==> src/rtl/ps2_key_event.sv <==
// PS/2 keyboard receiver: synchronizes and debounces the keyboard clock, assembles
// 11-bit frames and turns set-2 make codes into one-cycle key events with an A-Z index.
module ps2_key_event #(
  parameter int FILTER_LEN = 4,
  parameter int TIMEOUT    = 50000
) (
  input  logic       clk,
  input  logic       rst_n,
  input  logic       kclk,
  input  logic       kdata,
  output logic       key_valid,
  output logic [7:0] scancode,
  output logic       is_letter,
  output logic [4:0] letter,
  output logic       frame_err
);

  localparam int FW = $clog2(FILTER_LEN + 1);
  localparam int TW = $clog2(TIMEOUT + 1);

  typedef enum logic [1:0] {IDLE, BRK, EXT, EXT_BRK} state_t;

  logic          kclk_s1, kclk_s2, kdata_s1, kdata_s2;
  logic          kclk_f, kclk_f_d;
  logic [FW-1:0] filt_cnt;
  logic [TW-1:0] idle_cnt;
  logic [3:0]    bit_cnt;
  logic [7:0]    shift_p0;
  logic          start_p0, par_p0;
  logic [7:0]    byte_p1;
  logic          byte_vld_p1;
  logic          fall;
  state_t        state, state_nxt;
  logic [7:0]    held;
  logic          load_make, clr_held;

  // Set-2 make code -> {is_letter, index}; unmapped codes give all zero.
  function automatic logic [5:0] letter_map(input logic [7:0] code);
    logic [5:0] r;
    r = 6'd0;
    case (code)
      8'h1C: r = {1'b1, 5'd0};   8'h32: r = {1'b1, 5'd1};
      8'h21: r = {1'b1, 5'd2};   8'h23: r = {1'b1, 5'd3};
      8'h24: r = {1'b1, 5'd4};   8'h2B: r = {1'b1, 5'd5};
      8'h34: r = {1'b1, 5'd6};   8'h33: r = {1'b1, 5'd7};
      8'h43: r = {1'b1, 5'd8};   8'h3B: r = {1'b1, 5'd9};
      8'h42: r = {1'b1, 5'd10};  8'h4B: r = {1'b1, 5'd11};
      8'h3A: r = {1'b1, 5'd12};  8'h31: r = {1'b1, 5'd13};
      8'h44: r = {1'b1, 5'd14};  8'h4D: r = {1'b1, 5'd15};
      8'h15: r = {1'b1, 5'd16};  8'h2D: r = {1'b1, 5'd17};
      8'h1B: r = {1'b1, 5'd18};  8'h2C: r = {1'b1, 5'd19};
      8'h3C: r = {1'b1, 5'd20};  8'h2A: r = {1'b1, 5'd21};
      8'h1D: r = {1'b1, 5'd22};  8'h22: r = {1'b1, 5'd23};
      8'h35: r = {1'b1, 5'd24};  8'h1A: r = {1'b1, 5'd25};
      default: r = 6'd0;
    endcase
    return r;
  endfunction

  assign fall = kclk_f_d & ~kclk_f;

  // Stage p0: synchronizers and kclk debounce
  always_ff @(posedge clk) begin
    if (!rst_n) begin
      kclk_s1  <= 1'b1;
      kclk_s2  <= 1'b1;
      kdata_s1 <= 1'b1;
      kdata_s2 <= 1'b1;
      kclk_f   <= 1'b1;
      kclk_f_d <= 1'b1;
      filt_cnt <= '0;
    end else begin
      kclk_s1  <= kclk;
      kclk_s2  <= kclk_s1;
      kdata_s1 <= kdata;
      kdata_s2 <= kdata_s1;
      kclk_f_d <= kclk_f;
      if (kclk_s2 == kclk_f) begin
        filt_cnt <= '0;
      end else if (filt_cnt == FW'(FILTER_LEN - 1)) begin
        kclk_f   <= kclk_s2;
        filt_cnt <= '0;
      end else begin
        filt_cnt <= filt_cnt + 1'b1;
      end
    end
  end

  // Stage p1: frame assembly, checking and idle timeout
  always_ff @(posedge clk) begin
    if (!rst_n) begin
      bit_cnt     <= 4'd0;
      idle_cnt    <= '0;
      shift_p0    <= 8'h00;
      start_p0    <= 1'b0;
      par_p0      <= 1'b0;
      byte_p1     <= 8'h00;
      byte_vld_p1 <= 1'b0;
      frame_err   <= 1'b0;
    end else begin
      byte_vld_p1 <= 1'b0;
      frame_err   <= 1'b0;
      if (fall) begin
        idle_cnt <= '0;
        if (bit_cnt == 4'd10) begin
          bit_cnt <= 4'd0;
          if (start_p0 || !(^{shift_p0, par_p0}) || !kdata_s2) begin
            frame_err <= 1'b1;
          end else begin
            byte_vld_p1 <= 1'b1;
            byte_p1     <= shift_p0;
          end
        end else begin
          bit_cnt <= bit_cnt + 4'd1;
          if (bit_cnt == 4'd0)      start_p0 <= kdata_s2;
          else if (bit_cnt == 4'd9) par_p0   <= kdata_s2;
          else                      shift_p0 <= {kdata_s2, shift_p0[7:1]};
        end
      end else if (bit_cnt != 4'd0) begin
        // A stalled partial frame is dropped silently; the byte FSM keeps its state.
        if (idle_cnt == TW'(TIMEOUT - 1)) begin
          bit_cnt  <= 4'd0;
          idle_cnt <= '0;
        end else begin
          idle_cnt <= idle_cnt + 1'b1;
        end
      end
    end
  end

  always_comb begin
    state_nxt = state;
    load_make = 1'b0;
    clr_held  = 1'b0;
    if (byte_vld_p1) begin
      case (state)
        IDLE: begin
          if (byte_p1 == 8'hF0)      state_nxt = BRK;
          else if (byte_p1 == 8'hE0) state_nxt = EXT;
          else if (byte_p1 != held)  load_make = 1'b1;
        end
        BRK: begin
          clr_held  = (byte_p1 == held);
          state_nxt = IDLE;
        end
        EXT:     state_nxt = (byte_p1 == 8'hF0) ? EXT_BRK : IDLE;
        EXT_BRK: state_nxt = IDLE;
        default: state_nxt = IDLE;
      endcase
    end
  end

  // Stage p2: byte FSM and key event outputs
  always_ff @(posedge clk) begin
    if (!rst_n) begin
      state     <= IDLE;
      held      <= 8'h00;
      key_valid <= 1'b0;
      scancode  <= 8'h00;
      is_letter <= 1'b0;
      letter    <= 5'd0;
    end else begin
      state     <= state_nxt;
      key_valid <= load_make;
      if (load_make) begin
        held                <= byte_p1;
        scancode            <= byte_p1;
        {is_letter, letter} <= letter_map(byte_p1);
      end else if (clr_held) begin
        held <= 8'h00;
      end
    end
  end

endmodule

==> config.mk <==
export PLATFORM = sky130hd
export DESIGN_NAME = ps2_key_event
export DESIGN_NICKNAME = d
export VERILOG_FILES = /design/src/rtl/ps2_key_event.sv
export SDC_FILE = /design/constraint.sdc
export NUM_CORES = 1
export LEC_CHECK = 0
export ABC_AREA = 1
export BUFFER_PORTS_ARGS = -buffer_cell sky130_fd_sc_hd__buf_2
export CORE_AREA = 2 2 84 86
export CTS_CLUSTER_SIZE = 8
export DETAILED_ROUTE_END_ITERATION = 7
export DIE_AREA = 0 0 86 88
export PLACE_DENSITY = 0.74
export SKIP_LAST_GASP = 1
export SYNTH_ARGS = -nofsm -noshare
export SYNTH_HDL_FRONTEND = slang
export SYNTH_SLANG_ARGS = --single-unit
==> constraint.sdc <==
create_clock -name clk -period 2.4 [get_ports clk]
set_input_delay 0.24 -clock clk [delete_from_list [all_inputs] [get_ports clk]]
set_output_delay 0.24 -clock clk [all_outputs]
set_load 0.02 [all_outputs]
==> results of run 1 <==
==> state kept, by name (all words and copies together) (netlist names), 2 cells and up, named ones only <==
| name | flops |
|---|---|
| byte_p1 | 8 |
| letter | 5 |
| held | 8 |
| filt_cnt | 3 |
| shift_p0 | 8 |
| bit_cnt | 4 |
| scancode | 8 |
| idle_cnt | 16 |
| state | 2 |
==> worst paths after layout <==
kind	start	end	cells past startpoint
setup reg to reg	shift_p0[1]	register	17
hold reg to reg	kdata_s1	kdata_s2	1
setup / recovery	shift_p0[1]	register	17
hold / removal	kdata	kdata_s1	2
==> stage by stage <==
step,util (%),hold slack (ns)
after CTS,62.75,0.05754
after detailed placement,59.21,0.4025
after global placement,59.21,0.3995
final,64.35,0.07006
after floorplan,-,0.3466
after global routing,64.35,0.05461
==> Yosys cell counts (all sizes together) (5+ instances only) <==
master / number / share of area, %
a21oi: 48 / 6.5
buf: 6 / 0.97
clkbuf: 5 / 0.50
dfxtp: 80 / 43
ha: 5 / 1.7
inv: 62 / 6.2
nand2: 138 / 14
nand3: 47 / 6.9
nand4: 14 / 2.8
nor2: 35 / 4.5
nor3: 9 / 1.6
nor4: 5 / 1.0
o21ai: 27 / 3.7
or2: 6 / 1.0
xnor2: 9 / 2.1
xor2: 5 / 1.2
==> where the power goes <==
part           internal (uW)  switching (uW)
registers               1330            1.40
clock network            694             486
logic                   12.7            32.4
==> cell type report <==
class	instances	share of cell area [%]
clock buffer	11	3.073
timing repair buffer	36	5.209
multi-input combinational	357	43.75
tap	80	2.341
clock inverter	5	2.429
sequential	80	37.58
inverter	64	5.619
==> cell usage in the layout, fill, tap and decap left out, types with 6 or more instances in the layout <==
| master | n |
|---|---|
| xnor2_1 | 9 |
| nand4_1 | 13 |
| nand2_1 | 132 |
| a21oi_1 | 47 |
| nor3_1 | 7 |
| dfxtp_1 | 76 |
| o21ai_0 | 24 |
| clkbuf_8 | 9 |
| nand2_2 | 6 |
| nand3_1 | 42 |
| inv_1 | 50 |
| buf_4 | 17 |
| nor2_1 | 27 |
| buf_2 | 19 |
| inv_2 | 12 |
==> layer usage <==
layer  global-route usage, %  wire (um)  vias up
met1                   27.14       3619     1509
met5                       0          0        -
li1                        -          -     1754
met2                   37.77       3856       69
met4                   7.504         99        0
met3                   4.995        346       11
==> repair_timing <==
item / in CTS / in global routing
endpoints found under the setup margin: 0 / 5
setup buffers: 0 / 8
gates resized for setup: 0 / 17
==> cell families (layout without fill, tap and decap cells) <==
group,count (synthesis),count (layout)
simple gates,256,256
compound gates,82,82
flops,80,80
buf+inv,75,116
xor+xnor,14,14
fa+ha+maj,5,5
==> worst reg2reg max path, stage by stage, from the launching register on <==
cell and delay [ns]:
dfxtp_1 0.35, xnor2_1 0.24, inv_1 0.08, nand2_2 0.10, nand2_2 0.06, nand2_1 0.07, nand2_2 0.09, buf_4 0.14
nand4_1 0.11, nand2_1 0.12, nor2_4 0.14, buf_4 0.13, nand3_2 0.12, a21oi_4 0.18, nand2_1 0.07, nand3_1 0.07
nand2_1 0.05, nand2_1 0.05
==> impl_results.md, run 1 <==
- Total of hold buffers inserted after clock tree synthesis: 0
- Synth async-reset ratio: 0%
- Port bufs: 19
- Sum of negative setup slack: 0 ns
- Cell family with most CP delay: simple AND/OR/NAND/NOR gates
- Yosys warnings: 0
- Status: finished clean
- Cell type of the slowest stage on the worst timing path: dfxtp_1
- Critical path type: register to register
- Unrepaired setup endpoints after global routing: yes
- Remaining antenna violation count: 0
- Number of antenna violations at the first check in global routing: 0
- Residual DRC: 0
- Pin count of the biggest net entering global routing: 26
- Post-layout minimum cycle time: 2.220 ns
- Leading register cell type out of synthesis: dfxtp_1
- Vias post-DR: 3343
- DP Area: 0.003934 mm^2
- Total number of H-tree levels: 3
- Final weighted congestion of routability-driven global placement: 0.8827
- Starting utilization of the core area: 56.08%
- Number of buffers created by CTS: 9
- Number of design-rule violations left by the first detailed-router iteration: 202
- Synthesized net count: 521
- Average instance area after synthesis: 7.277 um^2
- CTS Root Buffer Type: clkbuf_8
- Vias in the first global route: 3047
- Worst skew pair latency: 0.35 ns
- Largest family of logic cells by synthesized area: simple AND/OR/NAND/NOR gates
- TritonCTS clock tree: built
- Syn Std Cell Area: 0.003726 mm^2
- CP Max Fanout: 6
- Max VDD drop: 388.9 uV
- Die area: 0.007568 mm^2
- Area of all placed cells without fillers: 0.004275 mm^2
- Register bit total from synthesis: 80
- Ant. Diodes: 0
- Area growth syn-to-layout: 14.74%
- Vias/cell: 5.281
- Total global routing overflow: 0
- Type of the tightest min-delay check: input port to register
- Cell occurring most often along the worst timing path: nand2_1
- Pre-CTS worst setup slack: 0.1394 ns
- Number of hold violations in the final report: 0
- # Max-Cap Violations: 0
- Die Ht: 88 um
- Least-Margin Pin Slew: 0.6911 ns
- Area taken by multi-input logic gates: 0.001871 mm^2
- Placed insts: 609
- Post-Route WL: 7.921 mm
- First-pass DRT Iterations: 5
- Core Area: 0.006644 mm^2
- Basic-gate share of the synthesized area counting and, or, nand and nor cells: 32.30%
- Total Power Consumption: 2557 uW
- Max Clk Rate: 0.4505 GHz
- Wirelength per Cell: 12.51 um
- Critical path buffer and inverter count: 3
- Fill cell count: 561
- First-pass GRT wire length: 13.29 mm
- Synth Area in Compound Gates: 11.82%
- Element type at the critical path start: register
- Mux cell area share after synthesis: 0%
- Worst path max stage delay: 0.35 ns
- Reg area: 0.001607 mm^2
- Category of the worst setup path capture point: register
- Number of nets at the end of the flow: 557
- Reg clk slew, reported paths: 0.08 ns
- Number of cells produced by synthesis: 512
- Sinks on Clock Net: 80
- Worst clock skew on the final layout: 0.006829 ns
- Largest buffer count on any clock path: 2
- Synth Area in XOR/XNOR: 3.291%
- Core Rows: 30
- Global-route total usage across every layer: 21.95%
- Number of flops mapped to enable cells by yosys: 0
- Fin cells: 633
- Setup slack of the most critical reg-to-reg path: 0.18 ns
- Floorplan die width: 86 um
- Final setup vio count: 0
- Ordered list of cells on the worst path: xnor2_1 > inv_1 > nand2_2 > nand2_2 > nand2_1 > nand2_2 > buf_4 > nand4_1 > nand2_1 > nor2_4 > buf_4 > nand3_2 > a21oi_4 > nand2_1 > nand3_1 > nand2_1 > nand2_1
- CP required: 2.69 ns
- CP Data Arrival Time: 2.51 ns
- Post-Synth Adder-Cell Area: 1.679%
- Relative slew margins: 53.54%
- Sequential-to-total area share from yosys stat: 42.98%
- Post-route worst setup slack: 0.1802 ns
- Hpwl dp: 5.600 mm
- Leakage power of the design: 0.001877 uW
- Share of layout cells above drive strength 1: 17.90%
- Power per unit of standard cell area: 598.0 mW/mm^2
- Max-slew violations: 0
- Final clock period utilization by the worst path: 92.49%
- I/O pins: 20
- Library cells used by synthesis: 41
(Power assumes the default switching activity.)
==> run 2, diff against run 1 <==
--- a/config.mk
+++ b/config.mk
@@ -7,11 +7,14 @@
 export LEC_CHECK = 0
 export ABC_AREA = 1
 export BUFFER_PORTS_ARGS = -buffer_cell sky130_fd_sc_hd__buf_2
-export CORE_AREA = 2 2 84 86
+export CELL_PAD_IN_SITES_DETAIL_PLACEMENT = 0
+export CELL_PAD_IN_SITES_GLOBAL_PLACEMENT = 1
+export CORE_AREA = 2 2 96 98
+export CTS_CLUSTER_DIAMETER = 50
 export CTS_CLUSTER_SIZE = 8
 export DETAILED_ROUTE_END_ITERATION = 7
-export DIE_AREA = 0 0 86 88
-export PLACE_DENSITY = 0.74
+export DIE_AREA = 0 0 98 100
+export PLACE_DENSITY_LB_ADDON = 0.1
 export SKIP_LAST_GASP = 1
 export SYNTH_ARGS = -nofsm -noshare
 export SYNTH_HDL_FRONTEND = slang
==> run 2 against run 1 <==
Effect of this change: via count decreased by 0.48%; critical path type unchanged; clock-buffer cell count decreased by 2; utilization decreased by 16 points.
==> impl_results.md, run 2 (synthesis gave the netlist of run 1 again) <==
- CP Data Arrival Time: 2.64 ns
- Fin cells: 666
- Sum of negative setup slack: 0 ns
- Number of design-rule violations left by the first detailed-router iteration: 120
- Switching component of the power: 580.7 uW
- Element type at the critical path start: register
- Setup slack of the most critical reg-to-reg path: 0.07 ns
- Type of the tightest min-delay check: input port to register
- Area of all placed cells without fillers: 0.004339 mm^2
- Residual DRC: 0
- Total global routing overflow: 0
- Number of antenna violations at the first check in global routing: 0
- Starting utilization of the core area: 41.91%
- Least-Margin Pin Slew: 0.4285 ns
- Max-slew violations: 0
- Global-route total usage across every layer: 17.69%
- Status: finished clean
- Worst clock skew on the final layout: 0.007525 ns
- Vias/cell: 4.995
- Total number of H-tree levels: 3
- Worst skew pair latency: 0.35 ns
- Final setup vio count: 0
- Category of the worst setup path capture point: register
- Post-Route WL: 8.348 mm
- Unrepaired setup endpoints after global routing: yes
- Reg clk slew, reported paths: 0.09 ns
- Worst reg2reg path depth: 14
- Leakage power of the design: 0.001854 uW
- Relative slew margins: 71.22%
- Wirelength per Cell: 12.53 um
- Most flops, register: idle_cnt
- Number of flip-flops in the largest register: 16
- Remaining antenna violation count: 0
- Total of hold buffers inserted after clock tree synthesis: 0
- Hold endpoint: kdata_s1
- Largest buffer count on any clock path: 2
- Hpwl dp: 6.027 mm
- Share of layout cells above drive strength 1: 19.82%
- Die Ht: 100 um
- Commonest non-fill, non-tap cells in the layout: 130 x nand2_1, 74 x dfxtp_1, 51 x inv_1
- Post-layout minimum cycle time: 2.335 ns
- Final weighted congestion of routability-driven global placement: 0.8649
- CP required: 2.71 ns
- Combinational share of power: 2.1%
- Vias in the first global route: 3035
- Startpoint of the worst hold path: kdata
- TritonCTS clock tree: built
- Cell internal pwr: 1726 uW
- Portion of total power attributed to sequential cells: 57.6%
- Final clock period utilization by the worst path: 97.28%
- DP Area: 0.003995 mm^2
- Critical path type: register to register
- Placed insts: 643
- Post-route core utilization: 48.81%
- Power per unit of standard cell area: 531.6 mW/mm^2
- I/O pins: 20
- Part of the total power dissipated in the clock network: 40.3%
- # Max-Cap Violations: 0
- Sinks on Clock Net: 80
- Vias post-DR: 3327
- CTS Root Buffer Type: clkbuf_8
- Die area: 0.009800 mm^2
- Area growth syn-to-layout: 16.45%
- Fill cell count: 919
- Max VDD drop: 227.3 uV
- Beginning of the worst register-to-register path: bit_cnt[0]
- Core Area: 0.008890 mm^2
- Number of buffers created by CTS: 9
- Port bufs: 19
- CP Max Fanout: 5
- Net Sw Frac: 25.17%
- Number of nets at the end of the flow: 559
- First-pass GRT wire length: 14.03 mm
- Pin count of the biggest net entering global routing: 26
- Number of hold violations in the final report: 0
- Core Rows: 35
- Worst hold stages: 2
- First-pass DRT Iterations: 4
- Leading cell type in the layout, fill and taps excluded: nand2_1
- Floorplan die width: 98 um
- Max Clk Rate: 0.4283 GHz
- Ant. Diodes: 0
-- run 2: cell count changes in the layout (fill, tap and decap cells not counted), sizes merged --
cell,before,now
bufinv,3,0
inv,63,64
buf,36,38
clkbuf,11,9
clkinvlp,0,4
-- run 2: power by group through the flow --
stage	Combinational, uW	Clock [uW]	Sequential [uW]
after floorplan	32.6	0	1360
after global placement	47.1	0	1360
after detailed placement	47.4	0	1360
after CTS	47.5	969	1330
after global routing	54.2	1020	1330
final	47.5	930	1330
-- run 2: critical path, stage by stage, from the launching register on --
cell     delay, ns
dfxtp_1       0.37
inv_1         0.15
nand3_1       0.16
nor2_4        0.22
buf_4         0.15
nand4_1       0.12
nand2_1       0.15
nor2_4        0.04
ha_1          0.28
or2_2         0.32
nand3_1       0.09
nand2_1       0.05
nand3_1       0.09
nand2_1       0.05
nand2_1       0.05
-- run 2: layout make-up --
class	instances	area [um^2]	area share (%)
Tap cell	111	138.9	3.201
Clock inverter	7	56.30	1.298
Inverter	64	240.2	5.536
Timing Repair Buffer	38	241.5	5.565
Clock buffer	9	123.9	2.855
Multi-Input combinational cell	357	1927	44.41
Sequential cell	80	1612	37.14
-- run 2: routing by layer --
layer,track usage (%),wire [um]
met5,0,0
met4,7.799,146
met3,3.412,216
met2,27.87,3850
met1,23.71,4134
-- run 2: what timing repair did --
item,CTS,global route
endpoints found under the setup margin,0,17
setup buffers,0,7
resized for setup,0,29
-- run 2: worst max path at each step --
| stage | start | end | slack (ns) | cells past startpoint |
|---|---|---|---|---|
| 2_1_floorplan | shift_p0[7] | register | 0.22 | 19 |
| 3_3_place_gp | shift_p0[7] | register | 0.06 | 19 |
| 3_5_place_dp | shift_p0[7] | register | 0.11 | 18 |
| 4_1_cts | shift_p0[7] | register | 0.07 | 18 |
| 5_1_grt | shift_p0[7] | register | -0.16 | 18 |
| 6_report | bit_cnt[0] | register | 0.07 | 14 |
-- run 2: per-stage QoR --
step / total power, uW / setup WS (ns) / hold slack (ns)
finish: 2307 / 0.06526 / 0.07420
global route: 2409 / -0.1618 / 0.05978
CTS: 2348 / 0.07174 / 0.05614
detailed placement: 1410 / 0.1061 / 0.4043
global placement: 1410 / 0.05534 / 0.4012
floorplan: 1395 / 0.2165 / 0.3466
==> run 3, diff against run 2 <==
--- a/config.mk
+++ b/config.mk
@@ -9,12 +9,13 @@
 export BUFFER_PORTS_ARGS = -buffer_cell sky130_fd_sc_hd__buf_2
 export CELL_PAD_IN_SITES_DETAIL_PLACEMENT = 0
 export CELL_PAD_IN_SITES_GLOBAL_PLACEMENT = 1
-export CORE_AREA = 2 2 96 98
+export CORE_AREA = 2 2 81 114
 export CTS_CLUSTER_DIAMETER = 50
 export CTS_CLUSTER_SIZE = 8
 export DETAILED_ROUTE_END_ITERATION = 7
-export DIE_AREA = 0 0 98 100
+export DIE_AREA = 0 0 83 116
 export PLACE_DENSITY_LB_ADDON = 0.1
+export RECOVER_POWER = 25
 export SKIP_LAST_GASP = 1
 export SYNTH_ARGS = -nofsm -noshare
 export SYNTH_HDL_FRONTEND = slang
==> run 3 against run 2 <==
Effect of this change: register-to-register slack better by 0.096 ns; worst setup slack better by 0.096 ns; wire length up 1.4%; sequential share of layout area down 1.3 points; via count about the same; final cell count down 0.15%; combinational power up 1%; fmax up 4.3%; sequential power about the same; first-iteration DRC count up 8.3%; flip-flop and latch count unchanged; largest power group is now clock.
==> impl_results.md, run 3 (synthesis gave the netlist of run 1 again) <==
- Least-Margin Pin Slew: 0.4635 ns
- Number of buffers created by CTS: 9
- Global-route total usage across every layer: 18.41%
- CTS Root Buffer Type: clkbuf_16
- Number of hold violations in the final report: 0
- Hold endpoint: kclk_s1
- Die Ht: 116 um
- Critical path type: register to register
- Sinks on Clock Net: 80
- Setup slack of the most critical reg-to-reg path: 0.16 ns
- Total of hold buffers inserted after clock tree synthesis: 0
- Core Area: 0.008558 mm^2
- Pin count of the biggest net entering global routing: 26
- Number of design-rule violations left by the first detailed-router iteration: 130
- Total number of H-tree levels: 3
- First-pass DRT Iterations: 4
- Final setup vio count: 0
- CP Max Fanout: 5
- Post-Route WL: 8.466 mm
- Floorplan die width: 83 um
- Leakage power of the design: 0.001893 uW
- Residual DRC: 0
- Vias/cell: 5.000
- Total global routing overflow: 0
- Unrepaired setup endpoints after global routing: yes
- Max VDD drop: 432.3 uV
- I/O pins: 20
- Element type at the critical path start: register
- Worst skew pair latency: 0.33 ns
- Number of nets at the end of the flow: 565
- Area of all placed cells without fillers: 0.004488 mm^2
- Starting utilization of the core area: 43.54%
- Hpwl dp: 6.265 mm
- Number of flip-flops in the largest register: 16
- Reg clk slew, reported paths: 0.06 ns
- Max-slew violations: 0
- Worst hold stages: 2
- TritonCTS clock tree: built
- Max Clk Rate: 0.4467 GHz
- Type of the tightest min-delay check: input port to register
- CP Data Arrival Time: 2.52 ns
- Number of antenna violations at the first check in global routing: 0
- Beginning of the worst register-to-register path: shift_p0[2]
- Power per unit of standard cell area: 678.8 mW/mm^2
- Worst clock skew on the final layout: 0.005529 ns
- Final weighted congestion of routability-driven global placement: 0.8545
- Fill cell count: 876
- CP required: 2.68 ns
- Startpoint of the worst hold path: kclk
- Fin cells: 665
- Port bufs: 19
- Sum of negative setup slack: 0 ns
- Core Rows: 40
- Share of layout cells above drive strength 1: 16.61%
- # Max-Cap Violations: 0
- Vias post-DR: 3325
- Commonest non-fill, non-tap cells in the layout: 131 x nand2_1, 76 x dfxtp_1, 51 x inv_1
- Remaining antenna violation count: 0
- Wirelength per Cell: 12.73 um
- First-pass GRT wire length: 14.28 mm
- Area growth syn-to-layout: 20.45%
- Vias in the first global route: 3132
- Largest buffer count on any clock path: 2
- Post-layout minimum cycle time: 2.239 ns
- Relative slew margins: 68.84%
- Final clock period utilization by the worst path: 93.29%
- Most flops, register: idle_cnt
- Worst reg2reg path depth: 17
- Category of the worst setup path capture point: register
- Ant. Diodes: 0
- Status: finished clean
- DP Area: 0.004010 mm^2
- Leading cell type in the layout, fill and taps excluded: nand2_1
- Die area: 0.009628 mm^2
- Placed insts: 640
-- run 3: changes by cell type in the layout (fill, tap and decap cells not counted), moves of 2 or more --
| cell | delta |
|---|---|
| dfxtp_2 | -2 |
| clkbuf_16 | +9 |
| bufinv_16 | +4 |
| buf_4 | +4 |
| clkbuf_1 | +17 |
| nand3_2 | +3 |
| clkinvlp_4 | -3 |
| nand3_4 | -2 |
| clkbuf_8 | -9 |
| dfxtp_1 | +2 |
| buf_2 | -16 |
-- run 3: critical path, stage by stage (launching register included) --
cell,delay [ns]
dfxtp_1,0.32
inv_1,0.13
nand3_1,0.13
nand2_1,0.10
nand2_2,0.06
nand2_1,0.09
nand2_1,0.07
nand2_2,0.11
nand4_1,0.15
nand2_2,0.12
nor2_4,0.04
ha_1,0.28
or2_4,0.26
nand3_1,0.07
nand3_1,0.08
nand2_1,0.07
nand2_1,0.05
nand2_1,0.06
-- run 3: how the worst max path moves through the flow --
stage               slack [ns]        start  depth (start not counted)       end
floorplan                 0.22  shift_p0[7]                         19  register
global placement          0.04  shift_p0[7]                         19  register
detailed placement        0.07  shift_p0[7]                         18  register
CTS                       0.05  shift_p0[7]                         18  register
global route             -0.03  shift_p0[7]                         19  register
finish                    0.16  shift_p0[2]                         17  register
-- run 3: per-stage QoR --
| stage | hold slack (ns) | util [%] | setup slack, ns | power, uW |
|---|---|---|---|---|
| 2_1_floorplan | 0.3466 | - | 0.2165 | 1395 |
| 3_3_place_gp | 0.3972 | 46.86 | 0.04342 | 1409 |
| 3_5_place_dp | 0.3976 | 46.86 | 0.07319 | 1410 |
| 4_1_cts | 0.07540 | 51.13 | 0.04767 | 3086 |
| 5_1_grt | 0.07391 | 52.44 | -0.03479 | 3153 |
| 6_report | 0.08782 | 52.44 | 0.1611 | 3046 |
-- run 3: cell type report --
type,instances,area [um^2],area share (%)
clock buffer,9,225.2,5.018
clock inverter,6,140.1,3.122
inverter,64,244.0,5.436
multi-input combinational,357,1878,41.85
sequential,80,1609,35.85
tap,105,131.4,2.927
timing repair buffer,43,255.2,5.687
timing repair inverter,1,5.005,0.1115
-- run 3: power breakdown --
group	leakage, uW	internal [uW]	switching [uW]
Sequential	0.000648	1330	1.31
Combinational	0.00107	13.8	34.3
Clock	0.000178	1130	541
-- run 3: timing repair --
action | CTS | global route
setup buffers | 0 | 9
gates resized for setup | 0 | 21
setup endpoints to repair | 0 | 6
-- run 3: metal layers --
layer | wire length (um) | vias up | track usage (%)
li1 | - | 1766 | -
met1 | 3662 | 1509 | 20.95
met2 | 4402 | 33 | 33.39
met3 | 195 | 17 | 3.846
met4 | 205 | 0 | 7.978
met5 | 0 | - | 0
